[src/rtl/sig_interp_pkg.sv]
// Shared constants, sigmoid sample table and result payload for the sigmoid interpolation scheduler.
// Operands are signed Q4.4, results are Q0.7 carried in W bits (always 0..127).
package sig_interp_pkg;

    localparam int unsigned W         = 8;
    localparam int unsigned FRAC      = 4;
    localparam int unsigned TBL_DEPTH = 17;
    localparam int unsigned IDX_W     = W - FRAC;
    localparam int unsigned TBL_AW    = IDX_W + 1;
    localparam int unsigned ID_W      = 2;
    localparam int unsigned DIFF_W    = W + 1;
    localparam int unsigned PROD_W    = DIFF_W + FRAC;

    // T[k] = round(127 * sigmoid(k - 8)), k = 0..16
    localparam logic [W-1:0] SIG_TBL [TBL_DEPTH] = '{
        8'd0,   8'd0,   8'd0,   8'd1,   8'd2,   8'd6,   8'd15,  8'd34,
        8'd64,  8'd93,  8'd112, 8'd121, 8'd125, 8'd126, 8'd127, 8'd127,
        8'd127
    };

    typedef struct packed {
        logic [ID_W-1:0] id;
        logic [W-1:0]    y;
    } rsp_t;

endpackage

[src/rtl/sig_interp_core.sv]
// Combinational linear interpolation between two bracketing sigmoid samples.
module sig_interp_core
    import sig_interp_pkg::*;
(
    input  logic [W-1:0]    i_base,
    input  logic [W-1:0]    i_next,
    input  logic [FRAC-1:0] i_rem,
    output logic [W-1:0]    o_y_c
);

    logic signed [DIFF_W-1:0] w_diff;
    logic signed [PROD_W-1:0] w_diff_x;
    logic signed [PROD_W-1:0] w_rem_x;
    logic signed [PROD_W-1:0] w_prod;
    logic signed [PROD_W-1:0] w_step;

    assign w_diff   = $signed({1'b0, i_next}) - $signed({1'b0, i_base});
    assign w_diff_x = {{(PROD_W-DIFF_W){w_diff[DIFF_W-1]}}, w_diff};
    assign w_rem_x  = {{(PROD_W-FRAC){1'b0}}, i_rem};
    assign w_prod   = w_diff_x * w_rem_x;
    assign w_step   = w_prod >>> FRAC;

    // Table is monotonic, so the sum never leaves 0..127 and truncation is exact.
    assign o_y_c = W'(w_step + PROD_W'(i_base));

endmodule

[src/rtl/sig_interp_sched.sv]
// Round-robin front end sharing one sigmoid interpolator among NREQ gate requesters,
// with a three-stage (capture / table read / interpolate) pipeline and a global stall.
module sig_interp_sched
    import sig_interp_pkg::*;
#(
    parameter int unsigned NREQ = 3
) (
    input  logic              clk,
    input  logic              rst,
    input  logic [NREQ-1:0]   req_valid,
    input  logic [NREQ*W-1:0] req_x,
    output logic [NREQ-1:0]   req_ready,
    output logic              rsp_valid,
    output logic [ID_W-1:0]   rsp_id,
    output logic [W-1:0]      rsp_y,
    input  logic              rsp_ready
);

    logic [ID_W-1:0]  r_ptr;
    logic             r_s1_valid;
    logic [ID_W-1:0]  r_s1_id;
    logic [IDX_W-1:0] r_s1_idx;
    logic [FRAC-1:0]  r_s1_rem;
    logic             r_s2_valid;
    logic [ID_W-1:0]  r_s2_id;
    logic [FRAC-1:0]  r_s2_rem;
    logic [W-1:0]     r_s2_base;
    logic [W-1:0]     r_s2_next;
    logic             r_s3_valid;
    rsp_t             r_s3;

    logic [W-1:0]     w_x [NREQ];
    logic [NREQ-1:0]  w_grant;
    logic [ID_W-1:0]  w_gid;
    logic [ID_W-1:0]  w_j;
    logic [W-1:0]     w_sel_x;
    logic             w_found;
    logic             w_adv;
    logic             w_accept;
    logic [IDX_W-1:0] w_idx;
    logic [FRAC-1:0]  w_rem;
    logic [W-1:0]     w_y_c;

    for (genvar g = 0; g < NREQ; g++) begin : g_x
        assign w_x[g] = req_x[g*W +: W];
    end

    // Round-robin search starting at r_ptr.
    always_comb begin
        w_grant = '0;
        w_gid   = '0;
        w_j     = '0;
        w_sel_x = '0;
        w_found = 1'b0;
        for (int unsigned k = 0; k < NREQ; k++) begin
            w_j = ID_W'((32'(r_ptr) + k) % NREQ);
            if (!w_found && req_valid[w_j]) begin
                w_found        = 1'b1;
                w_grant[w_j]   = 1'b1;
                w_gid          = w_j;
                w_sel_x        = w_x[w_j];
            end
        end
    end

    assign w_adv     = !r_s3_valid || rsp_ready;
    assign w_accept  = w_adv && !rst && w_found;
    assign req_ready = (w_adv && !rst) ? w_grant : '0;

    // Signed integer nibble -8..7 offset to table index 0..15.
    assign w_idx = w_sel_x[W-1:FRAC] + IDX_W'(TBL_DEPTH / 2);
    assign w_rem = w_sel_x[FRAC-1:0];

    sig_interp_core u_core (
        .i_base (r_s2_base),
        .i_next (r_s2_next),
        .i_rem  (r_s2_rem),
        .o_y_c  (w_y_c)
    );

    always_ff @(posedge clk) begin
        if (rst) begin
            r_ptr      <= '0;
            r_s1_valid <= 1'b0;
            r_s1_id    <= '0;
            r_s1_idx   <= '0;
            r_s1_rem   <= '0;
            r_s2_valid <= 1'b0;
            r_s2_id    <= '0;
            r_s2_rem   <= '0;
            r_s2_base  <= '0;
            r_s2_next  <= '0;
            r_s3_valid <= 1'b0;
            r_s3       <= '0;
        end else if (w_adv) begin
            r_s1_valid <= w_accept;
            if (w_accept) begin
                r_s1_id  <= w_gid;
                r_s1_idx <= w_idx;
                r_s1_rem <= w_rem;
                r_ptr    <= ID_W'((32'(w_gid) + 32'd1) % NREQ);
            end
            r_s2_valid <= r_s1_valid;
            r_s2_id    <= r_s1_id;
            r_s2_rem   <= r_s1_rem;
            r_s2_base  <= SIG_TBL[TBL_AW'(r_s1_idx)];
            r_s2_next  <= SIG_TBL[TBL_AW'(r_s1_idx) + TBL_AW'(1)];
            r_s3_valid <= r_s2_valid;
            r_s3       <= '{id: r_s2_id, y: w_y_c};
        end
    end

    assign rsp_valid = r_s3_valid;
    assign rsp_id    = r_s3.id;
    assign rsp_y     = r_s3.y;

endmodule
[config.mk]
export PLATFORM = sky130hd
export DESIGN_NAME = sig_interp_sched
export DESIGN_NICKNAME = d
export VERILOG_FILES = /design/src/rtl/sig_interp_pkg.sv /design/src/rtl/sig_interp_core.sv /design/src/rtl/sig_interp_sched.sv
export SDC_FILE = /design/constraint.sdc
export NUM_CORES = 1
export LEC_CHECK = 0
export CELL_PAD_IN_SITES_DETAIL_PLACEMENT = 0
export CELL_PAD_IN_SITES_GLOBAL_PLACEMENT = 1
export CORE_MARGIN = 2
export CORE_UTILIZATION = 47
export DETAILED_ROUTE_END_ITERATION = 6
export DONT_BUFFER_PORTS = 1
export PLACE_DENSITY = 0.84
export SLEW_MARGIN = 0
export SYNTH_ARGS = -nofsm -noshare
export SYNTH_HDL_FRONTEND = slang
export SYNTH_SLANG_ARGS = --single-unit
[constraint.sdc]
create_clock -name clk -period 11.7 [get_ports clk]
set_clock_uncertainty 0.2 [all_clocks]
set_input_delay 2.925 -clock clk [delete_from_list [all_inputs] [get_ports clk]]
set_output_delay 2.925 -clock clk [all_outputs]
set_load 0.03 [all_outputs]
Yosys cells after proc, flatten, opt, wreduce, memory -nomap -nowiden
Memories as Yosys holds them, arrays and structs flattened. A register that Yosys moved wholly into a read port is not among the register bits.
Index checks and enable logic that the tools add are counted.
Widths: inputs -> output; s select.
Word-level totals
  register bits after elaboration: 31
  latch bits: 0
  memory bits (writable): 0
  ROM bits: 512
  input port bits: 30
  output and inout bits: 14
  word-level logic and storage cells: 88
  memories kept: 2
Operators by class
  add/subtract/negate cells: 7
  multiply operators: 1
  divide/modulo/power cells: 4
  magnitude comparators: 9
  equality and inequality tests: 0
  shift-type cells: 0
  multiplexer cells: 34
  bitwise operators: 7
  reductions and logical operators: 13
Memory list
  (name not given): words 32, width 8, read ports 1, clocked after memory_dff 1, wr ports 0, line sig_interp_sched.sv:107  | r_s2_next <= SIG_TBL[TBL_AW'(r_s1_idx) + TBL_AW'(1)];
  (name not given): words 32, width 8, read ports 1, clocked after memory_dff 1, wr ports 0, line sig_interp_sched.sv:106  | r_s2_base <= SIG_TBL[TBL_AW'(r_s1_idx)];
Operators with widths (count)
  $mod 32x2->32 const B: 3
  $mux 8: 9
  $bmux 8 s2: 3
  $mod 2x2->32 const B: 1
  $mul 9x5->12: 1
  $mux 3: 4
  $ge 3x3->1 const B: 3
  $lt 2x3->1 const B: 3
  $mux 1: 9
  $not 2->3: 3
  $sub 8x8->9: 1
  $add 8x8->8: 1
  $logic_and 1x1->1: 7
  $add 2x1->3 const B: 2
  $bmux 1 s2: 3
  $demux 1 s2: 3
  $ge 2x1->1 const B: 3
  $mux 2: 3
  $not 4->6: 1
  $not 5->6: 1
  $or 3x3->3: 2
  $add 4x1->5 const B: 1
  $add 4x4->4 const B: 1
  $logic_not 1->1: 4
  3 further kinds: 3

Logic depth before layout (Yosys ltp)
Gate-level depths: netlist (run 1).
  word-level depth: 12
  depth in mapped cells: 28
  depth with buffers taken out: 28

Hierarchy
From an unflattened synthesis (run 1), not the netlist that was laid out.
Unflattened totals
  cell total of the unflattened synthesis: 592
  area, all modules: 4658.2 µm²
By module, submodules not included
  sig_interp_sched: instances 1, cells each 371, area an instance 2880.3 µm², sequential area each 900.9 µm²
  sig_interp_core: instances 1, cells each 221, area an instance 1778.0 µm², sequential area each 0.0 µm²

Worst setup path before layout (run 1)
OpenSTA, ideal clock, no wires.
  path kind: input -> output
  start point: input port req_valid[2]
  end point: output port req_ready[1]
  data arrival time: 4.928 ns
  path slack: 3.647 ns
  stages on the path: 8
  path through: clkbuf_1 -> nand2_1 -> nor3_1 -> a31oi_1 -> o21ai_0 -> buf_2 -> nand2_1 -> a311oi_1
Between the ends
  word-level cells in the longest chain between the ends: 10
  elaborated cells on any way between the ends: 18
  those cells by class: 12 x mux; 2 x bitwise; 4 x reduce/logical
RTL lines
  from (decl): line sig_interp_sched.sv:10  | input logic [NREQ-1:0] req_valid,
  $bmux 1 s2: line sig_interp_sched.sv:57  | if (!w_found && req_valid[w_j]) begin
  $mux 1 (implied by the code): line sig_interp_sched.sv:57
  $mux 1: line sig_interp_sched.sv:57
  $logic_not 1->1: line sig_interp_sched.sv:57
  $logic_and 1x1->1: line sig_interp_sched.sv:57
  $mux 1: line sig_interp_sched.sv:57
  $logic_not 1->1: line sig_interp_sched.sv:57
  $logic_and 1x1->1: line sig_interp_sched.sv:57
  $mux 3 (*): line sig_interp_sched.sv:57
  $mux 3 (*): line sig_interp_sched.sv:68  | assign req_ready = (w_adv && !rst) ? w_grant : '0;
  to (decl): line sig_interp_sched.sv:12  | output logic [NREQ-1:0] req_ready,
Every way passes the cells marked *; elsewhere a longest branch is shown, timed or not. The select of a mux whose other input is x is not followed.

Final worst setup path (run 1)
Same ends and word-level chain as after synthesis.

==> results.toml, run 1 <==
[pwr]
internal_power_w = 0.000573
clock_power_share = 0.083
pwr-share-seq = 0.242
p_switching_w = 0.000587
switching_share = 0.506
peakVddDrop_v = 0.000128
p_per_area_nw_per_um2 = 271
combPwrFrac = 0.675
p_leak_nw = 1.95

[worst_setup_path]
path_delay_family = "compound AO/OA/AOI/OAI gates"
slowest_stage = "a311oi_1"
worstPathCellList = "nor2_1 > a31oi_1 > o21ai_0 > nand2_1 > a311oi_1"
startpoint = "req_valid[2]"
path_class = "primary input to primary output"
max_stage_delay_ps = 900
critical_path_buf_inv_count = 0
start_kind = "primary input"
r2r-start = "r_s2_base[1]$_SDFFE_PP0N_"
worstPathMaxFanout = 10
critPathRequiredTime_ps = 8580
crit_path_end_kind = "primary output"
cp.arrival_ps = 4640

[timing]
fin_crit_sh = 0.663
fin_crit_ps = 7760
fmax_mhz = 129
fin_ws_ps = 3940
tns_ps = 0
slew_headroom = 0.296
hold_violations = 0
rsz0062_at_grt = "no"
worst_slew_pin_slew_ps = 1050
holdWs_ps = 254
maxSlewViolCount = 0
setup_viol = 0

[synth]
synth_nets = 628
synth_area_leaders = "dfxtp_1, ha_1, fa_1"
synth-seq-cells = 45
synthArstFlopShare = 0
synth_edf_count = 0
yosysWarnings = 0
netlist_instances = 534
yosysTopAreaCell = "dfxtp_1"
syn_area_per_cell_um2 = 7.81
syn_area_um2 = 4170
ys.flop_type = "dfxtp_1"
seq_area_frac_synth = 0.216
yosysUniqueCellTypes = 51
synth_top_area_share = 0.216

[flow_run]
max_cap_viol_count = 0

[clock_network]
cts_resized = 0
tritoncts = "yes"
htreeDepth = 2
cts_buffers = 5
cts_root_buffer = "clkbuf_8"
clk_pin_slew_ps = 90
clkSinkCount = 45
post_cts_buffers = 0
insertion_delay_ps = 300
holdBufCountCts = 0
clock_path_buffers = 2

[floorplanning]
ios = 44
die_h_um = 98.2
std_cell_rows = 34
dieWidth_um = 98.2
initial_core_util = 0.481
die_area_um2 = 9650
coreArea_um2 = 8680

[placed_design]
pre_cts_ws_ps = 3950
dp_hpwl_um = 6970
gp_congestion = 0.856
io_buffers = 0

[drt]
drt_iter0_drc = 195
num_vias = 3453
avgRoutedWirePerCell_um = 14.3
postRouteAntennaNets = 0
drc_errors = 0
dr.pass1.iters = 4
routed_via_density = 5.56
totalWireLength_um = 8900

[global_route]
grt_pass1_wl_um = 15400
grt_overflow = 0
grt_pass1_vias = 3443
grtUsageTotal = 0.188
grt_max_degree = 51
antenna_found_initial = 0

[hold_path]
hp-start = "r_s2_valid$_SDFFE_PP0N_"
hold_class = "register to register"

[run_status]
status = "finished, final reports clean"

[layout]
fin_util = 0.494
final_nets = 606
drive_gt1_frac = 0.0370
diodes = 0
area_delta_synth_final_pct = 2.70
[routing by layer]
layer | GRT usage | routed length, um | share of wire
met5 | 0 | 0 | 0
met4 | 0.0506 | 157 | 0.018
met3 | 0.0258 | 309 | 0.035
met1 | 0.232 | 4050 | 0.46
met2 | 0.344 | 4380 | 0.49
[power groups by stage]
stage	Sequential [W]	Combinational, W	Clock (W)
finish	0.000280	0.000783	0.0000960
global route	0.000289	0.000897	0.000104
CTS	0.000280	0.000793	0.0000973
detailed placement	0.000284	0.000789	0
global placement	0.000282	0.000772	0
floorplan	0.000252	0.000654	0
[cells in the mapped netlist, types with 2 or more instances]
cell and instances:
a21oi_2 2, ha_1 47, and2_1 18, xor2_1 6
a31oi_1 3, xnor2_1 16, a21oi_1 44, a311oi_1 3
fa_1 17, o21a_1 2, nor3_1 6, nand2_1 67
inv_1 55, clkbuf_1 24, nand3b_1 12, o211ai_1 3
nor2_1 39, a211oi_1 8, buf_2 2, a21boi_0 2
nand2b_1 5, nand3_1 9, buf_1 4, o21ai_0 29
mux2i_1 7, nor2b_1 15, a221oi_1 10, a21o_1 3
dfxtp_1 45, a22o_1 7, nor3b_1 2, o21bai_1 3
[final cells by class]
cell class,count,area [um^2]
clock buffers,5,68.8
clock inverters,3,17.5
fillers,893,4390
inverters,55,206
multi-input cells,403,2940
flip-flops and latches,45,901
well taps,108,135
repair buffers,2,15.0
[kinds of logic (layout without fill, tap and decap cells)]
family	after synthesis	after routing	share of synthesized area
AO/OA/AOI/OAI	132	132	0.207
buffers and inverters	86	65	0.0798
XOR/XNOR	23	23	0.0516
multiplexers	7	7	0.0168
AND/OR/NAND/NOR	177	177	0.207
adder cells (fa/ha/maj)	64	64	0.222
flip-flops	45	45	0.216
[flip-flops by register name (all words and copies together) (netlist names), 2 cells and up]
signal	flops
r_s2_id	2
r_ptr	2
r_s1_rem	4
r_s2_base	7
r_s1_idx	4
r_s2_rem	4
rsp_id	2
r_s1_id	2
r_s2_next	7
rsp_y	8
[final timing paths]
check / to / cells past startpoint / slack (ps)
setup / recovery: req_ready[1] / 5 / 3940
hold / removal: r_s2_valid$_SDFFE_PP0N_ / 2 / 250
setup reg to reg: rsp_y[7]$_SDFFE_PP0N_ / 27 / 5370
hold reg to reg: r_s2_valid$_SDFFE_PP0N_ / 2 / 250
[through the flow]
stage	total power, W	cell area (um^2)	cells
final	0.00116	4290	621
after floorplan	0.000906	4170	534
after CTS	0.00117	4290	621
after global routing	0.00129	4290	621
after global placement	0.00105	4200	613
after detailed placement	0.00107	4200	613
[tightest hold or removal path, delay by kind of cell, from the launching register on]
| family | cells | cell delay (ps) |
|---|---|---|
| and+or+nand+nor | 1 | 50 |
| DFF | 1 | 320 |
| AOI/OAI and AO/OA | 1 | 50 |
[layout by cell type (no fill, tap or decap), types with 2 or more instances in the layout]
cell / n
inv_1: 55
a21oi_1: 44
a31oi_1: 3
nand2b_1: 5
a21o_1: 3
a221oi_1: 10
o21ai_0: 29
nor3_1: 6
a21boi_0: 2
ha_1: 47
xor2_1: 6
nand3b_1: 12
a21oi_2: 2
nor3b_1: 2
dfxtp_1: 45
buf_4: 2
nand2_1: 67
o21bai_1: 3
clkbuf_8: 5
a311oi_1: 3
clkinv_2: 2
nand3_1: 9
o211ai_1: 3
and2_1: 18
nor2_1: 39
o21a_1: 2
fa_1: 17
nor2b_1: 14
a22o_1: 7
a211oi_1: 8
xnor2_1: 16
mux2i_1: 7
Power figures use the tool's default switching activity.
==> run 2, diff against run 1 <==
- clock period: 11.7 -> 8.1 ns (I/O delays scaled with it)
==> results.toml, run 2 (same netlist as run 1, synthesis figures left out) <==
[worst_setup_path]
path_class = "register to register"
worstPathMaxFanout = 5
reg2reg_slack_ps = 2060
critPathRequiredTime_ps = 8110
slowest_stage = "fa_1"
r2r_cells = 27
max_stage_delay_ps = 540
cpMostUsedCell = "inv_1"
cp.arrival_ps = 6050
r2r-start = "r_s2_base[1]$_SDFFE_PP0N_"
critical_path_buf_inv_count = 5
start_kind = "register"
path_depth = 27
timing.rr.end = "rsp_y[7]$_SDFFE_PP0N_"
crit_path_end_kind = "register"
path_delay_family = "adder cells"

[drt]
dr.pass1.iters = 4
num_vias = 3394
postRouteAntennaNets = 0
routed_via_density = 5.46
avgRoutedWirePerCell_um = 14.1
drt_iter0_drc = 120
drc_errors = 0
totalWireLength_um = 8750

[placed_design]
io_buffers = 0
placed_area_um2 = 4210
dp_hpwl_um = 6810
gp_congestion = 0.858

[timing]
fmax_mhz = 166
fin_crit_ps = 6040
worst_slew_pin_slew_ps = 995
slew_headroom = 0.337
maxSlewViolCount = 0
holdWs_ps = 250
setup_viol = 0
tns_ps = 0
rsz0062_at_grt = "no"
hold_violations = 0
fin_crit_sh = 0.745

[clock_network]
htreeDepth = 2
tritoncts = "yes"
cts_root_buffer = "clkbuf_8"
clk_pin_slew_ps = 90
clock_path_buffers = 2
post_cts_buffers = 0
cts_resized = 0
clkSinkCount = 45
cts_buffers = 5
holdBufCountCts = 0
insertion_delay_ps = 300

[global_route]
grt_max_degree = 51
antenna_found_initial = 0
grt_overflow = 0
grtUsageTotal = 0.186
grt_pass1_wl_um = 15100
grt_pass1_vias = 3243

[layout]
mostFrequentLayoutCell = "nand2_1"
final_nets = 607
stdcell_area_um2 = 4330
layout_common_cells = "nand2_1, inv_1, ha_1, dfxtp_1, a21oi_1"
largest_reg_flops = 8
drive_gt1_frac = 0.0389
area_delta_synth_final_pct = 3.69
diodes = 0
fin_util = 0.499

[pwr]
peakVddDrop_v = 0.000146
p_leak_nw = 1.97
p_per_area_nw_per_um2 = 394
totalPowerFinal_w = 0.00170

[floorplanning]
dieWidth_um = 98.2
die_h_um = 98.2
initial_core_util = 0.481
coreArea_um2 = 8680
ios = 44
die_area_um2 = 9650
std_cell_rows = 34

[flow_run]
max_cap_viol_count = 0

[hold_path]
hold_class = "register to register"
worstHoldPathCells = 2
hp-start = "r_s2_id[0]$_SDFFE_PP0N_"
hold_end = "r_s2_id[0]$_SDFFE_PP0N_"

[run_status]
status = "finished, final reports clean"
run 2: cell count changes in the layout (fill, tap and decap cells not counted):
cell / change
clkinv_2: -2
clkbuf_8: +1
buf_4: +1
bufinv_16: +1
run 2: worst register-to-register path: stages (launching register included):
cell and delay (ps):
dfxtp_1 460, inv_1 70, ha_1 280, nor2b_1 120
o21ai_0 200, a21boi_0 160, nor2_1 240, and2_1 170
ha_1 240, fa_1 530, inv_1 50, fa_1 540
inv_1 50, ha_1 350, a21oi_2 160, o211ai_2 130
a21oi_1 230, inv_1 60, a21oi_1 170, xnor2_1 140
ha_1 270, inv_1 80, nor2_1 50, a21oi_1 200
o21bai_1 80, a21oi_1 210, xnor3_1 350, o31ai_2 160
run 2: cell type report:
| type | instances | area [um^2] |
|---|---|---|
| multi-input combinational | 403 | 2940 |
| fill | 881 | 4350 |
| clock buffer | 6 | 82.6 |
| tap | 108 | 135 |
| clock inverter | 2 | 37.5 |
| timing repair buffer | 3 | 22.5 |
| inverter | 55 | 206 |
| sequential | 45 | 901 |
run 2: power breakdown:
group	switching [W]	total [W]	internal, W
logic	0.000656	0.00113	0.000471
clock network	0.0000765	0.000177	0.000100
registers	0.000104	0.000401	0.000298
total	0.000836	0.00170	0.000869
run 2: how the worst max path moves through the flow:
| stage | from | end | slack (ps) |
|---|---|---|---|
| floorplan | req_valid[2] | req_ready[1] | 1850 |
| global placement | r_s2_base[1]$_SDFFE_PP0N_ | rsp_y[7]$_SDFFE_PP0N_ | 2250 |
| detailed placement | r_s2_base[1]$_SDFFE_PP0N_ | rsp_y[7]$_SDFFE_PP0N_ | 2020 |
| CTS | r_s2_base[1]$_SDFFE_PP0N_ | rsp_y[7]$_SDFFE_PP0N_ | 2000 |
| global route | r_s2_base[1]$_SDFFE_PP0N_ | rsp_y[7]$_SDFFE_PP0N_ | 1570 |
| finish | r_s2_base[1]$_SDFFE_PP0N_ | rsp_y[7]$_SDFFE_PP0N_ | 2060 |
run 2: through the flow:
stage          setup slack, ps  instances
2_1_floorplan             1850        534
3_3_place_gp              2250        614
3_5_place_dp              2020        614
4_1_cts                   2000        622
5_1_grt                   1570        622
6_report                  2060        622
run 2: per-layer routing:
metal | vias to the layer above | GRT usage | part of all wire
met5 | - | 0 | 0
met4 | 0 | 0.0474 | 0.016
met3 | 9 | 0.0215 | 0.027
met2 | 53 | 0.328 | 0.48
met1 | 1570 | 0.241 | 0.47
li1 | 1762 | - | -
==> run 3, diff against run 2 <==
- clock period: 8.1 -> 5.6 ns (I/O delays scaled with it)
==> results.toml, run 3 (same netlist as run 1, synthesis figures left out) <==
[clock_network]
insertion_delay_ps = 300
tritoncts = "yes"
clkSinkCount = 45
cts_root_buffer = "clkbuf_8"
htreeDepth = 2
holdBufCountCts = 0
clk_pin_slew_ps = 90
cts_buffers = 5
clock_path_buffers = 2

[layout]
area_delta_synth_final_pct = 13.7
mostFrequentLayoutCell = "nand2_1"
final_nets = 628
drive_gt1_frac = 0.150
diodes = 0
largest_reg_flops = 8
layout_common_cells = "nand2_1, inv_1, dfxtp_1, nor2_1, ha_1"

[worst_setup_path]
cpMostUsedCell = "ha_1"
start_kind = "register"
r2r_cells = 23
path_class = "register to register"
crit_path_end_kind = "register"
worstPathCellList = "inv_2 > ha_4 > fa_2 > nor2b_1 > ha_1 > ha_1 > inv_1 > fa_1 > inv_1 > ha_1 > nand4b_4 > nor3b_1 > nor2_1 > xnor2_1 > ha_1 > fa_1 > a21o_1 > a21oi_4 > o21bai_1 > a21oi_2 > xnor2_4 > nand2_1 > a21oi_2"
critPathRequiredTime_ps = 5640
cp.arrival_ps = 5440
max_stage_delay_ps = 620
r2r-start = "r_s2_next[0]$_SDFFE_PP0N_"
path_delay_family = "adder cells"
slowest_stage = "fa_2"
reg2reg_slack_ps = 200
timing.rr.end = "rsp_y[6]$_SDFFE_PP0N_"
critical_path_buf_inv_count = 3
worstPathMaxFanout = 5

[drt]
avgRoutedWirePerCell_um = 14.8
dr.pass1.iters = 4
drc_errors = 0
routed_via_density = 5.51
drt_iter0_drc = 117
postRouteAntennaNets = 0
totalWireLength_um = 9540
num_vias = 3540

[global_route]
grt_pass1_vias = 3391
grtUsageTotal = 0.195
grt_overflow = 0
antenna_found_initial = 0
grt_pass1_wl_um = 15700
grt_max_degree = 51

[timing]
worst_slew_pin_slew_ps = 997
maxSlewViolCount = 0
fin_crit_ps = 5400
setup_viol = 0
holdWs_ps = 249
slew_headroom = 0.336
fin_crit_sh = 0.965
fmax_mhz = 185
hold_violations = 0

[floorplanning]
coreArea_um2 = 8680
initial_core_util = 0.481
die_area_um2 = 9650
die_h_um = 98.2
std_cell_rows = 34
ios = 44
dieWidth_um = 98.2

[hold_path]
hp-start = "r_s1_valid$_SDFFE_PP0N_"
hold_end = "r_s1_valid$_SDFFE_PP0N_"
worstHoldPathCells = 2
hold_class = "register to register"

[flow_run]
max_cap_viol_count = 0

[pwr]
p_leak_nw = 2.10
totalPowerFinal_w = 0.00295
p_per_area_nw_per_um2 = 622
peakVddDrop_v = 0.000242

[placed_design]
io_buffers = 0
dp_hpwl_um = 7290
gp_congestion = 0.799

[run_status]
status = "finished, final reports clean"
[run 3: cell count changes in the layout (fill, tap and decap cells not counted), sizes merged]
cell / previous run / this run
clkinvlp: 1 / 0
buf: 3 / 24
clkinv: 0 / 1
[run 3: worst max path at each step]
stage | startpoint | end | slack [ps] | cells past startpoint
2_1_floorplan | r_s2_base[1]$_SDFFE_PP0N_ | rsp_y[7]$_SDFFE_PP0N_ | 60 | 27
3_3_place_gp | r_s2_next[0]$_SDFFE_PP0N_ | rsp_y[7]$_SDFFE_PP0N_ | -50 | 24
3_5_place_dp | r_s2_base[1]$_SDFFE_PP0N_ | rsp_y[7]$_SDFFE_PP0N_ | -150 | 26
4_1_cts | r_s2_base[1]$_SDFFE_PP0N_ | rsp_y[6]$_SDFFE_PP0N_ | 5 | 26
5_1_grt | r_s2_next[0]$_SDFFE_PP0N_ | rsp_y[6]$_SDFFE_PP0N_ | -20 | 24
6_report | r_s2_next[0]$_SDFFE_PP0N_ | rsp_y[6]$_SDFFE_PP0N_ | 200 | 23
[run 3: tightest hold or removal path, stage by stage (launching register included)]
cell     delay (ps)
dfxtp_1         320
nand2_1          50
a21oi_1          50
[run 3: where the power goes]
part	leakage [nW]	switching (W)	internal [W]	total (W)
logic	1.67	0.00113	0.000997	0.00213
registers	0.371	0.000146	0.000432	0.000578
clock network	0.0554	0.000109	0.000134	0.000243
total	2.10	0.00139	0.00156	0.00295
[run 3: cell type report]
cell class	count	area [um^2]
tap	108	135
timing repair buffer	24	188
fill	840	3930
clock inverter	2	38.8
inverter	55	206
multi-input combinational	403	3200
sequential	45	903
clock buffer	6	72.6
[run 3: what timing repair did]
action / CTS / global route
endpoints found under the setup margin: 2 / 4
hold endpoints to repair: 0 / 0
buffers inserted: 2 / 0
gates resized for setup: 9 / 42
pin swaps: 3 / 26
[run 3: layer usage]
layer,part of all wire,global-route usage,vias up
met3,0.032,0.0236,13
met4,0.017,0.0495,0
met5,0,0,-
met2,0.52,0.354,65
met1,0.43,0.245,1658
li1,-,-,1804
[run 3: stage by stage]
stage | setup TNS [ps] | cell area (um^2) | setup WS (ps) | utilization | instances
6_report | 0 | 4740 | 198 | 0.547 | 643
5_1_grt | -37.9 | 4740 | -20.9 | 0.547 | 643
4_1_cts | 0 | 4510 | 4.96 | 0.520 | 643
3_5_place_dp | -194 | 4350 | -145 | 0.501 | 633
3_3_place_gp | -46.8 | 4350 | -46.8 | 0.501 | 633
2_1_floorplan | 0 | 4170 | 63.6 | - | 534
